## src/rtl/evu_pkg.sv

```systemverilog
`default_nettype none
// ============================================================================
// evu_pkg
// ----------------------------------------------------------------------------
// Shared types for the event-unit time-slicing scheduler:
//   evu_sel_e          4-bit event-select codes driven onto the mux sel_line
//   evu_sched_state_e  scheduler FSM states
//   evu_ctr_cfg_t      per-counter configuration (select code + enable)
//   idx_width()        index width helper that never returns zero
// ----------------------------------------------------------------------------
// Revision: 1.0  initial release
// ============================================================================
package evu_pkg;

  // Codes 0 and 1 never assert on the mux output.
  typedef enum logic [3:0] {
    NONE        = 4'h0,
    RSVD1       = 4'h1,
    ICACHE_MISS = 4'h2,
    DCACHE_MISS = 4'h3,
    ITLB_MISS   = 4'h4,
    DTLB_MISS   = 4'h5,
    BR_MISPRED  = 4'h6,
    BR_TAKEN    = 4'h7,
    LD_RETIRE   = 4'h8,
    ST_RETIRE   = 4'h9,
    STALL_MEM   = 4'hA,
    STALL_DEP   = 4'hB,
    EXCEPTION   = 4'hC,
    PIPE_FLUSH  = 4'hD,
    INSN_RETIRE = 4'hE,
    IF_EMPTY    = 4'hF
  } evu_sel_e;

  typedef enum logic [1:0] {
    IDLE   = 2'd0,
    SETTLE = 2'd1,
    COUNT  = 2'd2
  } evu_sched_state_e;

  typedef struct packed {
    evu_sel_e sel;
    logic     en;
  } evu_ctr_cfg_t;

  // $clog2 of 1 is 0, which would give zero-width index buses.
  function automatic int idx_width(input int n);
    return (n > 1) ? $clog2(n) : 1;
  endfunction

endpackage
`default_nettype wire

```

## src/rtl/evu_rr_pick.sv

```systemverilog
`default_nettype none
// ============================================================================
// evu_rr_pick
// ----------------------------------------------------------------------------
// Combinational round-robin picker. Searches en[] starting at the index after
// cur and wrapping around; cur itself is the last candidate, so a lone
// enabled counter picks itself again.
//   en     in   N        enable vector
//   cur    in   IDX_W    current index (search starts at cur+1)
//   nxt    out  IDX_W    selected index (cur when nothing is enabled)
//   valid  out  1        at least one enable is set
// ----------------------------------------------------------------------------
// Revision: 1.0  initial release
// ============================================================================
module evu_rr_pick #(
  parameter int N     = 4,
  parameter int IDX_W = 2
) (
  input  logic [N-1:0]     en,
  input  logic [IDX_W-1:0] cur,
  output logic [IDX_W-1:0] nxt,
  output logic             valid
);

  logic [IDX_W-1:0] cand;

  // Walk from the farthest candidate to the nearest so the nearest enabled
  // index is the last one written.
  always_comb begin
    nxt   = cur;
    valid = 1'b0;
    cand  = '0;
    for (int k = N; k >= 1; k--) begin
      cand = IDX_W'((int'(cur) + k) % N);
      if (en[cand]) begin
        nxt   = cand;
        valid = 1'b1;
      end
    end
  end

endmodule
`default_nettype wire

```

## src/rtl/evu_sched.sv

```systemverilog
`default_nettype none
// ============================================================================
// evu_sched
// ----------------------------------------------------------------------------
// Time-slicing scheduler sharing one registered event-selection mux among
// NUM_CTR logical counters. The owner's select code is driven for one SETTLE
// cycle (mux output still stale, sample dropped) plus SLICE_LEN COUNT cycles,
// then ownership moves round-robin to the next enabled counter.
//
// Ports
//   clk_i        in   1        clock
//   rst_i        in   1        synchronous reset, active-high
//   cfg_we_i     in   1        config write strobe
//   cfg_idx_i    in   IDX_W    counter being configured
//   cfg_sel_i    in   4        event-select code
//   cfg_en_i     in   1        enable for cfg_idx_i
//   clr_i        in   1        clear counter value and overflow flag
//   clr_idx_i    in   IDX_W    counter to clear
//   rd_idx_i     in   IDX_W    read select
//   rd_data_o    out  CTR_W    counter value, registered
//   rd_ovf_o     out  1        overflow flag, registered with rd_data_o
//   sel_line_o   out  4        event select to mux, 0 when idle
//   evu_event_i  in   1        registered event output of mux
//   owner_o      out  IDX_W    current owner index
//   busy_o       out  1        high in SETTLE/COUNT
//   irq_o        out  1        registered OR of overflow flags
//
// Build option: define EVU_SCHED_OVF_IRQ_EN to enable irq_o; otherwise it is
// tied low while overflow flags remain readable.
// ----------------------------------------------------------------------------
// Revision: 1.0  initial release
// ============================================================================
module evu_sched
  import evu_pkg::*;
#(
  parameter  int NUM_CTR   = 4,
  parameter  int CTR_W     = 32,
  parameter  int SLICE_LEN = 16,
  localparam int IDX_W     = idx_width(NUM_CTR)
) (
  input  logic             clk_i,
  input  logic             rst_i,
  input  logic             cfg_we_i,
  input  logic [IDX_W-1:0] cfg_idx_i,
  input  logic [3:0]       cfg_sel_i,
  input  logic             cfg_en_i,
  input  logic             clr_i,
  input  logic [IDX_W-1:0] clr_idx_i,
  input  logic [IDX_W-1:0] rd_idx_i,
  output logic [CTR_W-1:0] rd_data_o,
  output logic             rd_ovf_o,
  output logic [3:0]       sel_line_o,
  input  logic             evu_event_i,
  output logic [IDX_W-1:0] owner_o,
  output logic             busy_o,
  output logic             irq_o
);

  localparam int SL_W = idx_width(SLICE_LEN);

  evu_sched_state_e   state_q, state_d;
  logic [IDX_W-1:0]   owner_q, owner_d;
  logic [SL_W-1:0]    slice_q, slice_d;

  evu_ctr_cfg_t       cfg [NUM_CTR];
  logic [CTR_W-1:0]   cnt [NUM_CTR];
  logic [NUM_CTR-1:0] ovf;
  logic [NUM_CTR-1:0] en;
  logic [NUM_CTR-1:0] en_nxt;

  logic               abort;
  logic               inc_en;
  logic [IDX_W-1:0]   pick_cur;
  logic [IDX_W-1:0]   pick_idx;
  logic               pick_valid;

  logic [CTR_W-1:0]   rd_data_q;
  logic               rd_ovf_q;

  // Enable vector as it will be after this edge; scheduling decisions look
  // at it so a counter disabled this cycle is never handed ownership.
  always_comb begin
    en_nxt = en;
    if (cfg_we_i) begin
      en_nxt[cfg_idx_i] = cfg_en_i;
    end
  end

  // Any write to the owner's config restarts its slice with a fresh SETTLE.
  assign abort  = cfg_we_i && (cfg_idx_i == owner_q) && (state_q != IDLE);
  assign inc_en = (state_q == COUNT) && !abort && evu_event_i;

  // From IDLE, searching after the last index yields the lowest enabled one.
  assign pick_cur = (state_q == IDLE) ? IDX_W'(NUM_CTR - 1) : owner_q;

  evu_rr_pick #(
    .N     (NUM_CTR),
    .IDX_W (IDX_W)
  ) u_pick (
    .en    (en_nxt),
    .cur   (pick_cur),
    .nxt   (pick_idx),
    .valid (pick_valid)
  );

  // --------------------------------------------------------------------------
  // Per-counter configuration, count and sticky overflow
  // --------------------------------------------------------------------------
  for (genvar i = 0; i < NUM_CTR; i++) begin : g_ctr
    evu_ctr_cfg_t     cfg_q;
    logic [CTR_W-1:0] cnt_q;
    logic             ovf_q;
    logic             wr_hit;
    logic             clr_hit;
    logic             inc_hit;

    assign wr_hit  = cfg_we_i && (cfg_idx_i == IDX_W'(i));
    assign clr_hit = clr_i && (clr_idx_i == IDX_W'(i));
    assign inc_hit = inc_en && (owner_q == IDX_W'(i));

    always_ff @(posedge clk_i) begin
      if (rst_i) begin
        cfg_q <= '0;
      end else if (wr_hit) begin
        cfg_q <= '{sel: evu_sel_e'(cfg_sel_i), en: cfg_en_i};
      end
    end

    // Clear has priority over both increment and overflow.
    always_ff @(posedge clk_i) begin
      if (rst_i || clr_hit) begin
        cnt_q <= '0;
        ovf_q <= 1'b0;
      end else if (inc_hit) begin
        cnt_q <= cnt_q + 1'b1;
        if (&cnt_q) begin
          ovf_q <= 1'b1;
        end
      end
    end

    assign cfg[i] = cfg_q;
    assign cnt[i] = cnt_q;
    assign ovf[i] = ovf_q;
    assign en[i]  = cfg_q.en;
  end

  // --------------------------------------------------------------------------
  // Scheduler FSM
  // --------------------------------------------------------------------------
  always_ff @(posedge clk_i) begin
    if (rst_i) begin
      state_q <= IDLE;
      owner_q <= '0;
      slice_q <= '0;
    end else begin
      state_q <= state_d;
      owner_q <= owner_d;
      slice_q <= slice_d;
    end
  end

  always_comb begin
    state_d = state_q;
    owner_d = owner_q;
    slice_d = slice_q;
    case (state_q)
      IDLE: begin
        if (pick_valid) begin
          state_d = SETTLE;
          owner_d = pick_idx;
        end
      end
      SETTLE, COUNT: begin
        if (abort) begin
          // Owner keeps the mux if it is still enabled after the write.
          if (en_nxt[owner_q]) begin
            state_d = SETTLE;
          end else if (pick_valid) begin
            state_d = SETTLE;
            owner_d = pick_idx;
          end else begin
            state_d = IDLE;
          end
        end else if (state_q == SETTLE) begin
          state_d = COUNT;
          slice_d = SL_W'(SLICE_LEN - 1);
        end else begin
          slice_d = slice_q - 1'b1;
          if (slice_q == '0) begin
            if (pick_valid) begin
              state_d = SETTLE;
              owner_d = pick_idx;
            end else begin
              state_d = IDLE;
            end
          end
        end
      end
      default: begin
        state_d = IDLE;
      end
    endcase
  end

  // --------------------------------------------------------------------------
  // Read port: shows register contents from before this edge's update
  // --------------------------------------------------------------------------
  always_ff @(posedge clk_i) begin
    if (rst_i) begin
      rd_data_q <= '0;
      rd_ovf_q  <= 1'b0;
    end else begin
      rd_data_q <= cnt[rd_idx_i];
      rd_ovf_q  <= ovf[rd_idx_i];
    end
  end

`ifdef EVU_SCHED_OVF_IRQ_EN
  logic irq_q;
  always_ff @(posedge clk_i) begin
    if (rst_i) begin
      irq_q <= 1'b0;
    end else begin
      irq_q <= |ovf;
    end
  end
  assign irq_o = irq_q;
`else
  assign irq_o = 1'b0;
`endif

  assign rd_data_o  = rd_data_q;
  assign rd_ovf_o   = rd_ovf_q;
  assign sel_line_o = (state_q == IDLE) ? 4'h0 : cfg[owner_q].sel;
  assign owner_o    = owner_q;
  assign busy_o     = (state_q != IDLE);

endmodule
`default_nettype wire

```

## config.mk

```make
export PLATFORM = sky130hd
export DESIGN_NAME = evu_sched
export DESIGN_NICKNAME = d
export VERILOG_FILES = /design/src/rtl/evu_pkg.sv /design/src/rtl/evu_rr_pick.sv /design/src/rtl/evu_sched.sv
export SDC_FILE = /design/constraint.sdc
export NUM_CORES = 1
export LEC_CHECK = 0
export ABC_CLOCK_PERIOD_IN_PS = 5790
export CAP_MARGIN = 20
export CORE_MARGIN = 2
export CORE_UTILIZATION = 64
export CTS_CLUSTER_DIAMETER = 200
export CTS_CLUSTER_SIZE = 25
export DETAILED_ROUTE_END_ITERATION = 8
export PLACE_DENSITY = 0.88
export SYNTH_ARGS = -nofsm -noshare
export SYNTH_HDL_FRONTEND = slang
export SYNTH_SLANG_ARGS = --single-unit
```

## constraint.sdc

```tcl
create_clock -name clk_i -period 5.79 [get_ports clk_i]
set_input_delay 1.158 -clock clk_i [delete_from_list [all_inputs] [get_ports clk_i]]
set_output_delay 1.158 -clock clk_i [all_outputs]
set_load 0.005 [all_outputs]
```

==> summary.md, run 1 <==
| Metric | Value |
|---|---|
| Crit share post-route | `64.58%` |
| Post-layout util | `approximately three quarters` |
| Mean routed wirelength per cell | `17.94 um` |
| Clk root buf | `clkbuf_16` |
| Final Hold Fails | `0` |
| Hpwl dp | `14760 um` |
| Total number of vias | `7623` |
| Share of layout cells above drive strength 1 | `9.952%` |
| Port buffer count | `55` |
| Mapped Cells | `1006` |
| Clk Latency, worst-skew pair | `0.45 ns` |
| Largest net degree at the start of global routing | `66` |
| Width of the chip | `124.5 um` |
| Number of synthesized flops with an enable pin | `0` |
| Max Clock Freq | `267.4 MHz` |
| Mapped Area | `roughly 0.0093 mm2` |
| Synthesized Nets | `just over 1k` |
| Starting Density | `64.70%` |
| Hold Crit Start | `cfg[6]$_SDFFE_PP0P_` |
| Flop pwr share | `46.3%` |
| P&R area growth vs syn | `12.85%` |
| Pwr Total | `3.074 mW` |
| Final WS setup | `2.051 ns` |
| CTS Buf Count | `17` |
| Postcts setup bufs | `0` |
| Max clock buf depth | `2` |
| Setup TNS | `0 ns` |
| CTS Sinks | `193` |
| Pre-CTS setup slack | `1.549 ns` |
| Die height | `124.5 um` |
| Path type of the worst min-delay path | `flop to flop` |
| Commonest non-fill, non-tap cell in the layout | `dfxtp_1` |
| Ys Warns | `0` |
| Reg2reg start | `owner_o[1]$_SDFFE_PP0P_` |
| Antenna Cells | `0` |
| CP Data Arrival Time | `2.58 ns` |
| Comb pwr share | `15.0%` |
| Post-synth top area share | `41.56%` |
| Number of global-route vias before repair | `7357` |
| Psw | `0.8610 mW` |
| Distinct cells, synth | `62` |
| Synth area leaders | `dfxtp_1 (42%), mux4_2 (9.0%), nor2_1 (6.5%)` |
| CP required | `4.63 ns` |
| Min cycle time layout | `between 3 and 4 ns` |
| Drt drc | `0` |
| GP Congestion | `0.9023` |
| Post-DRT Antenna Nets | `0` |
| Fin nets | `1057` |
| Via density | `just over 6` |
| Crit path kind | `flop to output port` |
| Drt first pass iters | `6` |
| Worst setup path start | `owner_o[0]$_SDFFE_PP0P_` |
| TritonCTS clock tree | `built` |
| Crit-path max FO | `20` |
| Die area | `0.01551 mm2` |
| Status | `finished clean` |
| Post-CTS resize count | `0` |
| RSZ-0062 raised after global routing | `false` |
| Area of the multi-input gates | `between 0.005 and 0.006 mm2` |
| Ports | `57` |
| Final Skew | `between 0.01 and 0.015 ns` |
| Pwr/cell area | `293.0 mW/mm2` |
| Max-cap violation count | `0` |
| Net Sw Frac | `28.00%` |
| GRT overflow | `0` |
| Initial antenna violation count | `0` |
| Fill cells | `993` |
| Hold_buf cts | `0` |
| Clk slew on worst S/H paths | `0.07 ns` |
| Rows | `44` |
| Cell Int Power | `2.213 mW` |
| Average cell area after synthesis | `9.241 um2` |
| Critical path startpoint category | `flop` |
| Register bit count reported by yosys | `approximately 190` |
| First-pass GRT wire length | `36450 um` |
| Clk network pwr share | `38.7%` |
| Total wire length | `22050 um` |
| Worst vdd ir | `0.0002370 V` |
| Actual slew at the worst max-slew pin | `between 0.9 and 1 ns` |
| Initial DRC count | `879` |
| Async set-or-reset flop fraction in the synthesized netlist | `0%` |
| Synth area leader | `dfxtp_1` |
| Gr usage total | `28.92%` |
| H-tree Lvls | `4` |
| Max-slew violations | `0` |
| Element type at the critical path end | `output port` |
| Reg area | `0.003864 mm2` |
| Ys flop type | `dfxtp_1` |
| Headroom to the max-slew limit | `38.27%` |
| Final setup vio count | `0` |
| P_leak | `about 3.5 nW` |
| Register area share after synthesis | `41.56%` |
| Most frequent cells in the layout | `dfxtp_1 (193), nor2_1 (160), xnor2_1 (66), nand2_1 (58), clkdlybuf4s50_1 (53)` |
| Core Footprint | `approximately 0.014 mm2` |
[power by group through the flow]
| stage | Clock [mW] | Combinational (mW) | Sequential (mW) |
|---|---|---|---|
| after global routing | 1.25 | 0.510 | 1.43 |
| after floorplan | 0 | 0.375 | 1.41 |
| final | 1.19 | 0.462 | 1.42 |
| after detailed placement | 0 | 0.448 | 1.45 |
| after global placement | 0 | 0.431 | 1.45 |
| after CTS | 1.19 | 0.454 | 1.42 |
[kinds of logic (layout without fill, tap and decap cells)]
group	Yosys count	after routing	share of synthesized area [%]
simple gates	460	460	25.57
other cells	1	1	0.04034
mux	55	55	10.92
compound gates	90	90	6.124
flops	193	193	41.56
buf+inv	86	125	3.863
xor+xnor	112	112	10.71
fa+ha+maj	9	9	1.211
[registers in the layout (all words and copies together), names as in the netlist]
register and count:
g_ctr.cnt_q 128, rd_data_o 32, cfg 20, g_ctr.ovf_q 4, slice_q 4, owner_o 2, state_q 2, rd_ovf_o 1
[stage by stage]
stage	cells	cell area, um2	hold slack [ns]
3_3_place_gp	1194	9869	0.4399
4_1_cts	1227	10460	0.4598
3_5_place_dp	1195	9874	0.4513
5_1_grt	1229	10490	0.4855
6_report	1229	10490	0.4617
2_1_floorplan	1006	9296	0.4317
[cell usage after synthesis (3+ instances only)]
library cell and number:
mux2i_1 17, buf_2 8, mux4_2 37, a311oi_1 3, buf_4 3, nor4_2 3, or2_2 4, nor3_2 9
nand2b_1 5, nand2_1 58, xor2_1 44, a21oi_1 30, nor4_1 8, and3_1 15, o21bai_1 3, nand3_1 44
o21ai_0 22, and2_1 9, or3_1 18, buf_1 6, xnor2_1 66, nor2_1 160, nor3b_1 3, inv_1 29
a21boi_0 3, nor3_1 28, clkbuf_1 38, dfxtp_1 193, or4_1 3, a31oi_1 5, ha_1 9, nand4_1 29
and4_1 14, nor2b_1 38, a211oi_1 3
[layer usage]
metal | up-vias | part of all wire (%) | GRT usage [%]
met5 | - | 0 | 0
met4 | 0 | 1.8 | 9.451
met2 | 337 | 47 | 45.39
met1 | 3684 | 44 | 40.12
met3 | 55 | 7.0 | 6.229
li1 | 3547 | - | -
[critical path: stages, from the launching register on]
cell and delay, ns:
dfxtp_1 0.93, mux4_2 0.60, and2_1 0.17, clkdlybuf4s50_1 0.43
[area by class of cell]
cell class,instances,share of cell area (%)
Multi-Input combinational cell,727,48.43
Sequential cell,193,36.83
Timing Repair Buffer,64,5.891
Clock buffer,21,4.389
Tap cell,184,2.194
Clock inverter,11,1.228
Inverter,29,1.038
[worst paths after layout]
| path | end | slack, ns | cells after the start |
|---|---|---|---|
| setup / recovery | sel_line_o[3] | 2.05 | 3 |
| hold / removal | cfg[6]$_SDFFE_PP0P_ | 0.46 | 2 |
| setup reg to reg | g_ctr[2].cnt_q[31]$_SDFFE_PP0P_ | 2.62 | 6 |
| hold reg to reg | cfg[6]$_SDFFE_PP0P_ | 0.46 | 2 |
(Power assumes the default switching activity.)
==> inputs of run 2 (changes only) <==
- ABC_CLOCK_PERIOD_IN_PS: 5790 -> 3100
- CORE_UTILIZATION: 64 -> 54
- PLACE_DENSITY: 0.88 -> 0.79
- clock period: 5.79 -> 3.1 ns (I/O delays scaled with it)
==> summary.md, run 2 (synthesis results as in run 1) <==
| Metric | Value |
|---|---|
| Die height | `135.2 um (+8.6%)` |
| Max Clock Freq | `between 300 and 400 MHz` |
| Clk slew on worst S/H paths | `0.07 ns (about the same)` |
| Element type at the critical path end | `output port` |
| Min cycle time layout | `a little under 3 ns` |
| Hold Crit Start | `cfg[8]$_SDFFE_PP0P_` |
| Largest net degree at the start of global routing | `50 (-24%)` |
| P_leak | `3.633 nW (+3.9%)` |
| Initial antenna violation count | `0 (unchanged)` |
| Max-slew violations | `0 (unchanged)` |
| Share of layout cells above drive strength 1 | `12.56% (+2.6 points)` |
| H-tree Lvls | `4 (unchanged)` |
| Number of flip-flops under the largest register name | `128 (unchanged)` |
| Most frequent cells in the layout | `dfxtp_1 (193), nor2_1 (160), xnor2_1 (66), nand2_1 (58), clkdlybuf4s50_1 (53)` |
| Worst vdd ir | `0.0003641 V (+54%)` |
| R2r worst-path depth | `7 (+1)` |
| P&R area growth vs syn | `15.53%` |
| Final Skew | `0.006612 ns (-0.003871 ns)` |
| Hpwl dp | `14930 um (+1.1%)` |
| CTS Buf Count | `17 (unchanged)` |
| Final setup vio count | `0 (unchanged)` |
| Crit share post-route | `96.09%` |
| GRT overflow | `0 (unchanged)` |
| Drt drc | `0 (unchanged)` |
| Path type of the worst min-delay path | `flop to flop` |
| Reg2Reg Setup Slack | `0.45 ns (-2.17 ns)` |
| Crit-path max FO | `12 (-40%)` |
| Postcts setup bufs | `0 (unchanged)` |
| CP Data Arrival Time | `2.36 ns (-0.22 ns)` |
| Actual slew at the worst max-slew pin | `0.6987 ns (-0.2260 ns)` |
| Setup TNS | `0 ns (unchanged)` |
| Final Hold Fails | `0 (unchanged)` |
| Hold EP | `cfg[8]$_SDFFE_PP0P_` |
| Total wire length | `21460 um (-2.7%)` |
| Headroom to the max-slew limit | `53.42% (+15 points)` |
| Fin nets | `1087 (+2.8%)` |
| Mean routed wirelength per cell | `16.57 um (-7.6%)` |
| Number of global-route vias before repair | `7051 (-4.2%)` |
| Via density | `5.743 (-7.4%)` |
| Max clock buf depth | `2 (unchanged)` |
| Pre-CTS setup slack | `0.07648 ns (-1.472 ns)` |
| CP required | `2.48 ns (-2.15 ns)` |
| Port buffer count | `55 (unchanged)` |
| Width of the chip | `135.2 um (+8.6%)` |
| Initial DRC count | `749 (-15%)` |
| Rows | `47 (+6.8%)` |
| Max-cap violation count | `0 (unchanged)` |
| Antenna Cells | `0 (unchanged)` |
| Core Footprint | `0.01670 mm2 (+16%)` |
| Crit path kind | `flop to output port` |
| Clk Latency, worst-skew pair | `0.44 ns (about the same)` |
| Ports | `57 (unchanged)` |
| Reg2reg start | `owner_o[0]$_SDFFE_PP0P_` |
| Post-DRT Antenna Nets | `0 (unchanged)` |
| Total number of vias | `7437 (-2.4%)` |
| Clk root buf | `clkbuf_16` |
| RSZ-0062 raised after global routing | `false` |
| Post-CTS resize count | `0 (unchanged)` |
| Pwr/cell area | `532.8 mW/mm2 (+82%)` |
| GP Congestion | `0.8484 (-6.0%)` |
| First-pass GRT wire length | `35420 um (-2.8%)` |
| Drt first pass iters | `7 (+1)` |
| Die area | `0.01828 mm2 (+18%)` |
| Commonest non-fill, non-tap cell in the layout | `dfxtp_1` |
| Hold_buf cts | `0 (unchanged)` |
| Critical path startpoint category | `flop` |
| Status | `finished clean` |
| Worst Hold Path Cells | `2 (unchanged)` |
| Gr usage total | `24.72% (-4.2 points)` |
| FF-to-FF End | `g_ctr[2].cnt_q[25]$_SDFFE_PP0P_` |
| Starting Density | `55.66% (-9.0 points)` |
| Largest register by flop count | `g_ctr.cnt_q` |
| CTS Sinks | `193 (unchanged)` |
| TritonCTS clock tree | `built` |
| Final WS setup | `0.1211 ns (-1.930 ns)` |
## run 2: power by group
part           internal (mW)  switching (mW)  total (mW)
Sequential              2.53          0.0959        2.63
Combinational          0.439           0.534       0.973
Clock                   1.15           0.973        2.12
Total                   4.12            1.60        5.72
## run 2: final cells by class
class | instances | area [um2]
well taps | 220 | 275.3
flip-flops and latches | 193 | 3864
fillers | 1364 | 5961
clock inverters | 12 | 108.9
inverters | 29 | 108.9
multi-input cells | 727 | 5081
repair buffers | 94 | 845.8
clock buffers | 20 | 456.7
## run 2: worst max-delay path by stage
| stage | start | end | slack (ns) | depth (start not counted) |
|---|---|---|---|---|
| 6_report | owner_o[0]$_SDFFE_PP0P_ | sel_line_o[2] | 0.12 | 3 |
| 5_1_grt | owner_o[0]$_SDFFE_PP0P_ | sel_line_o[1] | 0.03 | 3 |
| 3_5_place_dp | cfg_idx_i[0] | g_ctr[2].cnt_q[31]$_SDFFE_PP0P_ | 0.08 | 8 |
| 4_1_cts | owner_o[0]$_SDFFE_PP0P_ | sel_line_o[2] | 0.11 | 3 |
| 2_1_floorplan | evu_event_i | g_ctr[1].cnt_q[22]$_SDFFE_PP0P_ | 0.78 | 9 |
| 3_3_place_gp | cfg_idx_i[0] | g_ctr[2].cnt_q[31]$_SDFFE_PP0P_ | 0.14 | 8 |
## run 2: per-layer routing
metal / GRT usage [%] / up-vias / part of all wire [%]
met5: 0 / - / 0
met4: 7.523 / 0 / 1.6
met3: 5.275 / 31 / 6.5
met2: 38.66 / 259 / 45
met1: 34.63 / 3543 / 46
li1: - / 3604 / -
## run 2: worst max-delay path, cell delays in order, from the launching register on
cell and delay, ns:
dfxtp_1 0.73, mux4_2 0.58, and2_1 0.17, clkdlybuf4s50_1 0.44
## run 2: per-stage QoR
step           cell area, um2  hold slack (ns)  power (mW)  cells  utilization, %
2_1_floorplan            9296           0.4317       3.325   1006               -
3_3_place_gp            10170           0.4413       3.609   1263           60.92
3_5_place_dp            10170           0.4469       3.629   1263           60.92
4_1_cts                 10740           0.4566       5.736   1295           64.31
5_1_grt                 10740           0.4858       5.973   1295           64.31
6_report                10740           0.4552       5.723   1295           64.31
==> inputs of run 3 (changes only) <==
- SYNTH_HIERARCHICAL: not set -> 1
==> summary.md, run 3 <==
| Metric | Value |
|---|---|
| CP required | `2.48 ns (about the same)` |
| Hold_buf cts | `0 (unchanged)` |
| Postcts setup bufs | `0 (unchanged)` |
| RSZ-0062 raised after global routing | `false` |
| CP max stage delay | `0.70 ns (-0.03 ns)` |
| Critical path cell sequence | `buf_4 -> mux4_2 -> and2_1 -> clkdlybuf4s50_1` |
| Area of the multi-input gates | `0.005260 mm2 (+3.5%)` |
| Slowest CP cell | `dfxtp_1` |
| Min cycle time layout | `2.911 ns (-0.06781 ns)` |
| Drt first pass iters | `8 (+1)` |
| Placed insts | `1307 (+3.5%)` |
| Share of layout cells above drive strength 1 | `12.12% (-0.44 points)` |
| Post-Layout Cell Count | `1339 (+3.4%)` |
| Number of synthesized flops with an enable pin | `0 (unchanged)` |
| Max Clock Freq | `343.5 MHz (+2.3%)` |
| Actual slew at the worst max-slew pin | `0.7079 ns (+0.009194 ns)` |
| Distinct cells, synth | `59 (-4.8%)` |
| Max-cap violation count | `0 (unchanged)` |
| TritonCTS clock tree | `built` |
| Port buffer count | `55 (unchanged)` |
| Drt drc | `0 (unchanged)` |
| P_leak | `3.732 nW (+2.7%)` |
| GRT overflow | `0 (unchanged)` |
| Post-synth top area share | `40.74% (-0.82 points)` |
| Crit-path max FO | `13 (+1)` |
| H-tree Lvls | `4 (unchanged)` |
| Final setup vio count | `0 (unchanged)` |
| Worst vdd ir | `0.0005189 V (+43%)` |
| Initial antenna violation count | `0 (unchanged)` |
| Final Skew | `0.01129 ns (+0.004674 ns)` |
| Total number of vias | `8112 (+9.1%)` |
| Ys Warns | `6 (+6)` |
| Max clock buf depth | `2 (unchanged)` |
| Core Footprint | `0.01724 mm2 (+3.2%)` |
| Mean routed wirelength per cell | `17.46 um (+5.3%)` |
| Final Hold Fails | `0 (unchanged)` |
| Clk slew on worst S/H paths | `0.07 ns (about the same)` |
| Number of global-route vias before repair | `7647 (+8.5%)` |
| Number of flip-flops under the largest register name | `128 (unchanged)` |
| GR peak layer | `met2` |
| Gr usage total | `26.25% (+1.5 points)` |
| GRT met2 Usage | `43.08% (+4.4 points)` |
| Initial DRC count | `710 (-5.2%)` |
| Starting Density | `55.02% (-0.64 points)` |
| Fin nets | `1126 (+3.6%)` |
| GRT met1 Usage | `34.93% (+0.31 points)` |
| Clk root buf | `clkbuf_16` |
| Max-slew violations | `0 (unchanged)` |
| Element type at the critical path end | `output port` |
| Register bit count reported by yosys | `193 (unchanged)` |
| Average cell area after synthesis | `9.111 um2 (-1.4%)` |
| Path type of the worst min-delay path | `flop to flop` |
| Synth area leaders | `dfxtp_1 (41%), mux4_2 (8.8%), xnor2_1 (4.1%)` |
| Post-CTS resize count | `0 (unchanged)` |
| Hpwl dp | `16200 um (+8.6%)` |
| GP Congestion | `0.8879 (+4.7%)` |
| Mapped Cells | `1041 (+3.5%)` |
| Pwr/cell area | `533.6 mW/mm2 (+0.15%)` |
| Ports | `57 (unchanged)` |
| Setup TNS | `0 ns (unchanged)` |
| Headroom to the max-slew limit | `52.81% (-0.61 points)` |
| Async set-or-reset flop fraction in the synthesized netlist | `0% (unchanged)` |
| M3 GR Usage | `4.778% (-0.50 points)` |
| Most frequent cells in the layout | `dfxtp_1 (193), nor2_1 (93), a21oi_1 (64), nand2_1 (54), clkdlybuf4s50_1 (52)` |
| Largest net degree at the start of global routing | `34 (-32%)` |
| Status | `finished clean` |
| Ys flop type | `dfxtp_1` |
| Clk Latency, worst-skew pair | `0.44 ns (about the same)` |
| Antenna Cells | `0 (unchanged)` |
| CP Data Arrival Time | `2.29 ns (-0.07 ns)` |
| First-pass GRT wire length | `38380 um (+8.4%)` |
| Total wire length | `23370 um (+8.9%)` |
| P&R area growth vs syn | `16.94%` |
| Critical path startpoint category | `flop` |
| Synth cell count leaders | `dfxtp_1 (193), nor2_1 (93), a21oi_1 (64)` |
| Fill cells | `1358 (-0.44%)` |
| Synth area leader | `dfxtp_1` |
| CTS Sinks | `193 (unchanged)` |
| Synthesized Nets | `1066 (+3.4%)` |
| Commonest non-fill, non-tap cell in the layout | `dfxtp_1` |
| Register area share after synthesis | `40.74% (-0.82 points)` |
| Count leader, synth | `dfxtp_1` |
| CTS Buf Count | `17 (unchanged)` |
| Die area | `0.01864 mm2 (+2.0%)` |
| Reg area | `0.003864 mm2 (unchanged)` |
| Crit path kind | `flop to output port` |
| Mapped Area | `0.009484 mm2 (+2.0%)` |
| Post-DRT Antenna Nets | `0 (unchanged)` |
| Via density | `6.058 (+5.5%)` |
| Crit share post-route | `93.91% (-2.2 points)` |
| Rows | `48 (+2.1%)` |
| Largest register by flop count | `g_ctr.cnt_q` |
| Die height | `136.5 um (+0.97%)` |
| Width of the chip | `136.5 um (+0.97%)` |
==> run 3: power by group <==
part | internal, mW | total, mW | switching (mW)
Sequential | 2.53 | 2.60 | 0.0659
Combinational | 0.424 | 0.971 | 0.547
Clock | 1.39 | 2.35 | 0.956
==> run 3: final cells by class <==
cell class / count / share of cell area (%)
clock inverters: 9 / 1.388
well taps: 225 / 2.538
inverters: 36 / 1.218
repair buffers: 104 / 8.371
flip-flops and latches: 193 / 34.84
multi-input cells: 749 / 47.43
clock buffers: 23 / 4.219
==> run 3: metal layers <==
metal / vias up / share of wire (%)
li1: 3899 / -
met2: 259 / 48
met1: 3914 / 43
met3: 40 / 6.2
met4: 0 / 2.0
met5: - / 0
==> run 3: worst max-delay path, delay by kind of cell (launching register included) <==
| family | cells | cell delay, ns |
|---|---|---|
| buf+inv | 2 | 0.71 |
| mux | 1 | 0.28 |
| flops | 1 | 0.70 |
| simple gates | 1 | 0.16 |
==> run 3: kinds of logic (layout without fill, tap and decap cells) <==
| logic type | count (synthesis) | after routing | share of synthesized area (%) |
|---|---|---|---|
| and+or+nand+nor | 447 | 447 | 25.92 |
| DFF | 193 | 193 | 40.74 |
| AOI/OAI and AO/OA | 162 | 162 | 10.08 |
| buffers and inverters | 99 | 172 | 4.103 |
| xor gates and xnor gates | 65 | 65 | 6.161 |
| muxes | 65 | 65 | 11.77 |
| adders and majority gates | 9 | 9 | 1.187 |
| other | 1 | 1 | 0.03954 |
==> run 3: worst paths after layout <==
kind                                             startpoint                               to  slack, ns  cells past startpoint
worst min-delay path            g_ctr[1].ovf_q$_SDFFE_PP0P_      g_ctr[1].ovf_q$_SDFFE_PP0P_       0.47                      2
worst max register to register      owner_o[1]$_SDFFE_PP0P_  g_ctr[3].cnt_q[26]$_SDFFE_PP0P_       0.55                      5
worst max-delay path                owner_o[1]$_SDFFE_PP0P_                    sel_line_o[2]       0.19                      4
worst min register to register  g_ctr[1].ovf_q$_SDFFE_PP0P_      g_ctr[1].ovf_q$_SDFFE_PP0P_       0.47                      2
==> run 3: metrics by stage <==
| step | total power [mW] | hold WS, ns | util, % | setup WS, ns | area (um2) |
|---|---|---|---|---|---|
| 6_report | 5.918 | 0.4705 | 64.34 | 0.1889 | 11090 |
| 5_1_grt | 6.134 | 0.4839 | 64.34 | 0.1264 | 11090 |
| 4_1_cts | 5.933 | 0.4734 | 64.34 | 0.1820 | 11090 |
| 3_5_place_dp | 3.595 | 0.4595 | 60.74 | 0.003412 | 10470 |
| 3_3_place_gp | 3.575 | 0.4430 | 60.74 | 0.05275 | 10470 |
| 2_1_floorplan | 3.276 | 0.4203 | - | 0.1899 | 9484 |
